`src/rtl/pipe_pkg.sv`:
```
// Shared types for the 5-stage pipeline control logic: forwarding selects,
// ResultSrc encodings and the hazard unit memory-wait state machine states.
package pipe_pkg;

  typedef enum logic [1:0] {
    FWD_RF = 2'b00,
    FWD_W  = 2'b01,
    FWD_M  = 2'b10
  } fwd_sel_t;

  // Must stay aligned with the ResultSrc mux in the datapath
  localparam logic [1:0] RES_ALU   = 2'b00;
  localparam logic [1:0] RES_MEM   = 2'b01;
  localparam logic [1:0] RES_PC4   = 2'b10;
  localparam logic [1:0] RES_PCIMM = 2'b11;

  typedef enum logic [1:0] {
    RUN   = 2'b00,
    MWAIT = 2'b01,
    ERR   = 2'b10
  } hazard_state_t;

endpackage

```
`src/rtl/sat_counter.sv`:
```
// Saturating up-counter: sticks at all-ones instead of wrapping.
module sat_counter #(
  parameter int CW = 32
) (
  input  logic          clk,
  input  logic          rst,
  input  logic          inc,
  output logic [CW-1:0] count
);

  localparam logic [CW-1:0] ONE = {{(CW-1){1'b0}}, 1'b1};

  logic [CW-1:0] r_count;

  always_ff @(posedge clk or posedge rst) begin
    if (rst) begin
      r_count <= '0;
    end else if (inc && (r_count != '1)) begin
      r_count <= r_count + ONE;
    end
  end

  assign count = r_count;

endmodule

```
`src/rtl/pipeline_hazard_unit.sv`:
```
// Hazard/forwarding controller for the F/D/E/M/W pipeline, with a data-memory
// wait-state FSM (ready handshake + timeout) and saturating stall/flush counters.
module pipeline_hazard_unit
  import pipe_pkg::*;
#(
  parameter int WAD         = 5,
  parameter int CW          = 32,
  parameter int MEM_TIMEOUT = 16
) (
  input  logic           clk,
  input  logic           rst,
  input  logic [WAD-1:0] rs1_d,
  input  logic [WAD-1:0] rs2_d,
  input  logic [WAD-1:0] rs1_e,
  input  logic [WAD-1:0] rs2_e,
  input  logic [WAD-1:0] rd_e,
  input  logic [1:0]     result_src_e,
  input  logic [WAD-1:0] rd_m,
  input  logic           reg_write_m,
  input  logic [WAD-1:0] rd_w,
  input  logic           reg_write_w,
  input  logic           pc_src_e,
  input  logic           mem_req_m,
  input  logic           mem_ready,
  output logic [1:0]     fwd_a_e,
  output logic [1:0]     fwd_b_e,
  output logic           stall_f,
  output logic           stall_d,
  output logic           stall_e,
  output logic           stall_m,
  output logic           flush_d,
  output logic           flush_e,
  output logic           flush_w,
  output logic           mem_err,
  output logic [CW-1:0]  stall_cnt,
  output logic [CW-1:0]  flush_cnt
);

  localparam int            TW   = $clog2(MEM_TIMEOUT + 1);
  localparam logic [TW-1:0] TMAX = TW'(MEM_TIMEOUT);
  localparam logic [TW-1:0] TONE = TW'(1);

  hazard_state_t r_state, w_state_nxt;
  logic [TW-1:0] r_tcnt, w_tcnt_nxt;
  logic          r_mem_err, w_mem_err_nxt;

  logic w_mem_hold;
  logic w_lu;
  logic w_redirect;

  // M-stage result is newer than W, so it wins; x0 is hardwired and never forwarded
  function automatic fwd_sel_t fwd_pick(
    input logic [WAD-1:0] rs,
    input logic [WAD-1:0] rdm,
    input logic           rwm,
    input logic [WAD-1:0] rdw,
    input logic           rww
  );
    if (rwm && (rdm == rs) && (rdm != '0)) begin
      return FWD_M;
    end else if (rww && (rdw == rs) && (rdw != '0)) begin
      return FWD_W;
    end
    return FWD_RF;
  endfunction

  assign fwd_a_e = fwd_pick(rs1_e, rd_m, reg_write_m, rd_w, reg_write_w);
  assign fwd_b_e = fwd_pick(rs2_e, rd_m, reg_write_m, rd_w, reg_write_w);

  always_ff @(posedge clk or posedge rst) begin
    if (rst) begin
      r_state   <= RUN;
      r_tcnt    <= '0;
      r_mem_err <= 1'b0;
    end else begin
      r_state   <= w_state_nxt;
      r_tcnt    <= w_tcnt_nxt;
      r_mem_err <= w_mem_err_nxt;
    end
  end

  // tcnt counts wait cycles already spent; the first miss in RUN is cycle 1
  always_comb begin
    w_state_nxt   = r_state;
    w_tcnt_nxt    = r_tcnt;
    w_mem_err_nxt = r_mem_err;
    case (r_state)
      RUN: begin
        if (mem_req_m && !mem_ready) begin
          w_state_nxt = MWAIT;
          w_tcnt_nxt  = TONE;
        end
      end
      MWAIT: begin
        if (mem_ready) begin
          w_state_nxt = RUN;
          w_tcnt_nxt  = '0;
        end else if (r_tcnt == TMAX) begin
          w_state_nxt   = ERR;
          w_mem_err_nxt = 1'b1;
        end else begin
          w_tcnt_nxt = r_tcnt + TONE;
        end
      end
      ERR: begin
        w_state_nxt = ERR;
      end
      default: begin
        w_state_nxt = RUN;
        w_tcnt_nxt  = '0;
      end
    endcase
  end

  always_comb begin
    w_mem_hold = 1'b0;
    w_lu       = 1'b0;
    w_redirect = 1'b0;
    stall_f    = 1'b0;
    stall_d    = 1'b0;
    stall_e    = 1'b0;
    stall_m    = 1'b0;
    flush_d    = 1'b0;
    flush_e    = 1'b0;
    flush_w    = 1'b0;

    w_mem_hold = ((r_state == MWAIT) && !mem_ready) ||
                 ((r_state == RUN) && mem_req_m && !mem_ready) ||
                 (r_state == ERR);

    if (w_mem_hold) begin
      // Freeze everything; a redirect sitting in E simply waits for release
      stall_f = 1'b1;
      stall_d = 1'b1;
      stall_e = 1'b1;
      stall_m = 1'b1;
      flush_w = 1'b1;
    end else begin
      w_lu = (result_src_e == RES_MEM) && (rd_e != '0) &&
             ((rd_e == rs1_d) || (rd_e == rs2_d));
      w_redirect = pc_src_e;
      stall_f = w_lu && !w_redirect;
      stall_d = w_lu && !w_redirect;
      flush_d = w_redirect;
      flush_e = w_redirect || w_lu;
    end
  end

  assign mem_err = r_mem_err;

  sat_counter #(.CW(CW)) u_stall_cnt (
    .clk   (clk),
    .rst   (rst),
    .inc   (stall_f),
    .count (stall_cnt)
  );

  sat_counter #(.CW(CW)) u_flush_cnt (
    .clk   (clk),
    .rst   (rst),
    .inc   (w_redirect),
    .count (flush_cnt)
  );

endmodule

```
`config.mk`:
```
export PLATFORM = sky130hd
export DESIGN_NAME = pipeline_hazard_unit
export DESIGN_NICKNAME = d
export VERILOG_FILES = /design/src/rtl/pipe_pkg.sv /design/src/rtl/sat_counter.sv /design/src/rtl/pipeline_hazard_unit.sv
export SDC_FILE = /design/constraint.sdc
export NUM_CORES = 1
export LEC_CHECK = 0
export CORE_MARGIN = 2
export CORE_UTILIZATION = 35
export CTS_BUF_LIST = sky130_fd_sc_hd__clkbuf_8
export DETAILED_ROUTE_END_ITERATION = 12
export PLACE_DENSITY = 0.65
export SLEW_MARGIN = 20
export SYNTH_ARGS = -nofsm -noshare
export SYNTH_HDL_FRONTEND = slang
export SYNTH_SLANG_ARGS = --single-unit
```
`constraint.sdc`:
```
create_clock -name clk -period 2 [get_ports clk]
set_input_delay 0.3 -clock clk [delete_from_list [all_inputs] [get_ports clk]]
set_output_delay 0.3 -clock clk [all_outputs]
set_load 0.02 [all_outputs]
```
=== Yosys cells after proc, flatten, opt, wreduce, memory -nomap -nowiden ===
Index checks and enable logic that the tools add are counted.

* Logic and storage cells: 77
* Input bits: 44
* Output and inout port bits: 76
* Register bits after elaboration: 72

* Add/sub/neg operators: 3
* Mux-type cells: 22
* Reduce and logical (&&, ||, !) cells: 30
* Equality and inequality tests: 15
* Bitwise gates (word level): 2

{| class="wikitable"
|+ Operators with widths
! operator !! count
|-
| 32-bit by 1-bit adder with 32-bit output (second input constant) || 2
|-
| 32-bit inequality test (second input constant) || 2
|-
| 5-bit == test || 6
|-
| 2-bit two-way mux || 9
|-
| 1-bit logical AND || 17
|-
| 5-bit two-way mux || 3
|-
| 5-bit one-hot mux with 3 select lines || 1
|-
| 5-bit nonzero test || 3
|-
| 1-bit two-way mux || 8
|-
| 3-bit inequality test (second input constant) || 2
|-
| 2-bit one-hot mux with 3 select lines || 1
|-
| 3-bit AND reduction || 2
|-
| 5-bit by 1-bit adder with 5-bit output (second input constant) || 1
|-
| 5-bit == test (second input constant) || 1
|-
| 2-bit by 1-bit == test with 1-bit output (second input constant) || 2
|-
| 1-bit logical OR || 4
|-
| 2-bit == test (second input constant) || 1
|-
| 1-bit logical NOT || 2
|-
| 2-bit logical NOT || 1
|-
| 2-bit inequality test (second input constant) || 1
|-
| 1-bit inverter || 2
|-
| 2-bit AND reduction || 1
|}

=== Longest topological paths before layout ===
* Word-level depth: 7
* Depth in mapped cells: 8
* Depth with buffers taken out: 7

=== Hierarchy ===
From an unflattened synthesis, not the netlist that was laid out.

* Cells, all modules: 385
* Area, all modules: 4045.1 um2

{| class="wikitable"
|+ By module, submodules not included
! module !! cells each !! seq. area each (um2) !! area an instance (um2) !! instances
|-
| sat_counter || 139 || 800.8 || 1561.5 || 2
|-
| pipeline_hazard_unit || 107 || 200.2 || 922.1 || 1
|}

=== Worst setup path after synthesis ===
OpenSTA, ideal clock, no wires.

* Path kind: register to output
* Start: register r_state[1]
* End: output port stall_f
* Path buffers: 2
* Arrival time: 2274 ps
* Path slack: -574 ps
* Cell stages (with the launch flop): 7
* Data required time: 1700 ps
* Cells stage by stage: dfrtp_1 or2_2 o21ai_0 inv_1 o31ai_1 clkbuf_1 buf_4

* Word-level cells in the longest chain between the ends: 6
* Elaborated cells on any way between the ends: 9
* Those cells by class: eq/ne (2); mux (1); reduce/logical (6)

{| class="wikitable"
|+ RTL lines
! what !! line !! source
|-
| start: declaration || pipeline_hazard_unit.sv:43 || <nowiki>hazard_state_t r_state, w_state_nxt;</nowiki>
|-
| start signal: assignment || pipeline_hazard_unit.sv:76 || <nowiki>r_state <= w_state_nxt;</nowiki>
|-
| 2-bit logical NOT || pipeline_hazard_unit.sv:128 || <nowiki>((r_state == RUN) && mem_req_m && !mem_ready) ||</nowiki>
|-
| 1-bit logical AND (2 in a row) || pipeline_hazard_unit.sv:128 ||
|-
| 1-bit logical OR || pipeline_hazard_unit.sv:127 || <nowiki>w_mem_hold = ((r_state == MWAIT) && !mem_ready) ||</nowiki>
|-
| 1-bit logical OR (*) || pipeline_hazard_unit.sv:128 ||
|-
| 1-bit two-way mux (*) || n/a ||
|-
| end: declaration || pipeline_hazard_unit.sv:27 || <nowiki>output logic stall_f,</nowiki>
|}

Every way passes the cells marked *; elsewhere a longest branch is shown, timed or not.

=== Final worst setup path ===
* Start: register u_flush_cnt.r_count[27], in the netlist u_flush_cnt.count[27]
* End: register u_flush_cnt.r_count[3], in the netlist u_flush_cnt.count[3]

* Word-level cells in the longest chain between the ends: 2

{| class="wikitable"
|+ RTL lines
! what !! line !! source
|-
| start: declaration || sat_counter.sv:13 || <nowiki>logic [CW-1:0] r_count;</nowiki>
|-
| start signal: assignment || sat_counter.sv:19 || <nowiki>r_count <= r_count + ONE;</nowiki>
|-
| 32-bit inequality test || sat_counter.sv:18 || <nowiki>end else if (inc && (r_count != '1)) begin</nowiki>
|-
| 1-bit logical AND || sat_counter.sv:18 ||
|}

No other way between the ends.
A chain may end at the register's enable or synchronous reset.

==> metrics.csv <==
stage,metric,value,unit
run_status,outcome,finished with violations,
run_status,violations,negative setup slack,
critical_path,arrival,2300,ps
timing,skew,8.79,ps
timing,rsz0062_at_grt,true,
routing,drtPass1Iterations,4,
timing,setup_viol,1,
routing,routed_via_density,4.88,
worst_hold_path,hold_path.class,primary input to async pin,
global_route,antenna_found_initial,0,
global_route,grt_usage,18.2,%
die,die_h,111,um
logic_synthesis,yosysTopAreaCell,dfrtp_1,
power_and_ir_drop,finalPower,4.29,mW
logic_synthesis,ys_seq_elements,72,
finish,layout.cells.non_filler,782,
routing,num_vias,3818,
place,place_area,6160,um^2
timing,fin_crit,2010,ps
routing,drc_errors,0,
global_route,grt_max_degree,41,
timing,timing.hold.ws,280,ps
logic_synthesis,syn_inst,410,
logic_synthesis,ys.warnings.count,0,
critical_path,startpoint_type,flop,
finish,final_util,59.1,%
flow_run,drv_cap,0,
power_and_ir_drop,p_leak,3.05,nW
global_route,grt.overflow.total,0,
logic_synthesis,synth_area_per_cell,9.78,um^2
logic_synthesis,synth_nets,458,
clocking,cts_buffer_depth,2,
die,ios,120,
finish,fillers,1011,
finish,antenna_cells,0,
clocking,insertion_delay,360,ps
routing,wire_per_inst,14.8,um
power_and_ir_drop,vdd_drop_max,582,uV
clocking,ctsHoldBuffers,0,
critical_path,critPathMaxFanout,6,
critical_path,reg2reg_slack,-10,ps
global_route,grt_util_met1,22.5,%
routing,drtIter0Drc,113,
critical_path,worst_setup_path_end_kind,flop,
logic_synthesis,synth_top_area_share,44.9,%
timing,tns,-10.1,ps
timing,post-route-period-util,101,%
finish,drive_gt1_share,34.4,%
finish,layout.nets,682,
place,place_inst,759,
place,place_ws,-757,ps
timing,slew_violations,0,
logic_synthesis,async_flop_share,100,%
clocking,path_clk_slew,80,ps
routing,postRouteAntennaNets,0,
die,die_x,111,um
finish,fin_area,6690,um^2
die,start_util,35.4,%
place,dp_hpwl,8550,um
clocking,cts_tree,built,
clocking,clock_sinks,72,
logic_synthesis,synth_edf_count,0,
clocking,cts_buffers,9,
clocking,cts_max_level,3,
die,die_area,12300,um^2
timing,max_freq,497,MHz
timing,setup_ws,-10.1,ps
timing,max-slew-margin-rel,72.8,%
timing,worst_pin_slew,407,ps
global_route,grt_pass1_wl,18100,um
logic_synthesis,synthesis.area,4010,um^2
critical_path,required,2290,ps
critical_path,path_class,flop to flop,
logic_synthesis,ys_top_cells_by_count,"dfrtp_1 (72), xor2_1 (46), xnor2_1 (45)",
timing,hold_viol_final,0,
global_route,gr-max-usage-layer,met2,
logic_synthesis,ys_top_cells_by_area,"dfrtp_1 (45%), xor2_1 (10%), xnor2_1 (9.8%)",
place,gp_congestion,0.880,
routing,wirelength,11600,um
logic_synthesis,synth_cell_types,47,
logic_synthesis,yosysMostFrequentCell,dfrtp_1,
logic_synthesis,synth_seq_area_share,44.9,%
logic_synthesis,synth_ff_type,dfrtp_1,
global_route,met3_usage,4.16,%
global_route,grt_pass1_vias,3789,
finish,areaGrowthSynthToFinish,66.8,%
die,core,11300,um^2
power_and_ir_drop,powerDensity,641,nW/um^2
clocking,ctsRootBufferMaster,clkbuf_8,
die,fp-row-count,39,
place,place.port_buffers,119,
global_route,grt_use_met2,30.5,%
## kinds of logic (layout without fill, tap and decap cells)
group | count (synthesis) | in the layout | synth area share (%)
DFF | 72 | 72 | 44.9
buffers and inverters | 27 | 256 | 3.06
muxes | 3 | 3 | 0.811
xor gates and xnor gates | 91 | 91 | 19.9
adders and majority gates | 4 | 4 | 1.25
AOI/OAI and AO/OA | 25 | 25 | 3.84
and+or+nand+nor | 188 | 188 | 26.3
## power breakdown
group / switching [mW] / internal [mW] / leakage (nW)
clock: 0.550 / 0.670 / 0.111
sequential: 0.110 / 1.59 / 0.933
combinational: 0.655 / 0.715 / 2.00
total: 1.31 / 2.97 / 3.05
## state kept, by name, indices dropped and copies added, names as in the netlist
register,count
r_tcnt,5
u_flush_cnt.count,32
mem_err,1
u_stall_cnt.count,32
r_state,2
## final timing paths
check	depth (start not counted)	to	start
worst max-delay path	7	u_flush_cnt.count[3]$_DFFE_PP0P_	u_flush_cnt.count[27]$_DFFE_PP0P_
worst min-delay path	2	u_stall_cnt.count[7]$_DFFE_PP0P_	rst
worst max register to register	7	u_flush_cnt.count[3]$_DFFE_PP0P_	u_flush_cnt.count[27]$_DFFE_PP0P_
worst min register to register	1	mem_err$_DFFE_PP0P_	mem_err$_DFFE_PP0P_
max in group asynchronous	3	u_stall_cnt.count[30]$_DFFE_PP0P_	rst
min in group clk	1	mem_err$_DFFE_PP0P_	mem_err$_DFFE_PP0P_
## per-layer routing
metal,share of wire (%),up-vias
met3,4.3,23
met5,0,-
li1,-,1883
met4,2.7,0
met1,43,1839
met2,50,73
## what timing repair did
| item | 4_1_cts | 5_1_grt |
|---|---|---|
| endpoints found under the setup margin | 54 | 55 |
| gates cloned | 0 | 0 |
| setup buffers | 4 | 4 |
| pin swaps | 22 | 22 |
| gates resized for setup | 114 | 64 |
## placed cells by master, fill, tap and decap left out, types with 6 or more instances in the layout
master             n
dlygate4sd2_1      8
clkdlybuf4s50_1   74
xnor2_1           40
nor3_1             9
nand3_1           34
nand4_1           18
dfrtp_1           55
nor2_1            23
and3_1            13
inv_1             14
buf_6              8
clkbuf_8          12
clkdlybuf4s15_1    8
nand2_1           29
nor4_2             7
dfrtp_2           17
buf_2              6
xor2_1            45
buf_4            103
dlymetal6s2s_1    10
## critical path: stages (launching register included)
cell and delay [ps]:
dfrtp_2 400, nand4_4 110, or3_4 340, or4_4 540, buf_6 160, and2_4 180
nand2_2 100, xnor2_2 110
## area by class of cell
cell class	instances	area (um^2)	share of cell area, %
Clock buffer	12	165	2.47
Sequential cell	72	1820	27.2
Multi-Input combinational cell	311	2440	36.5
Clock inverter	4	45.0	0.673
Tap cell	143	179	2.67
Timing Repair Buffer	225	1980	29.5
Inverter	15	60.1	0.897
Note: power is estimated with default switching activity, not from simulation.
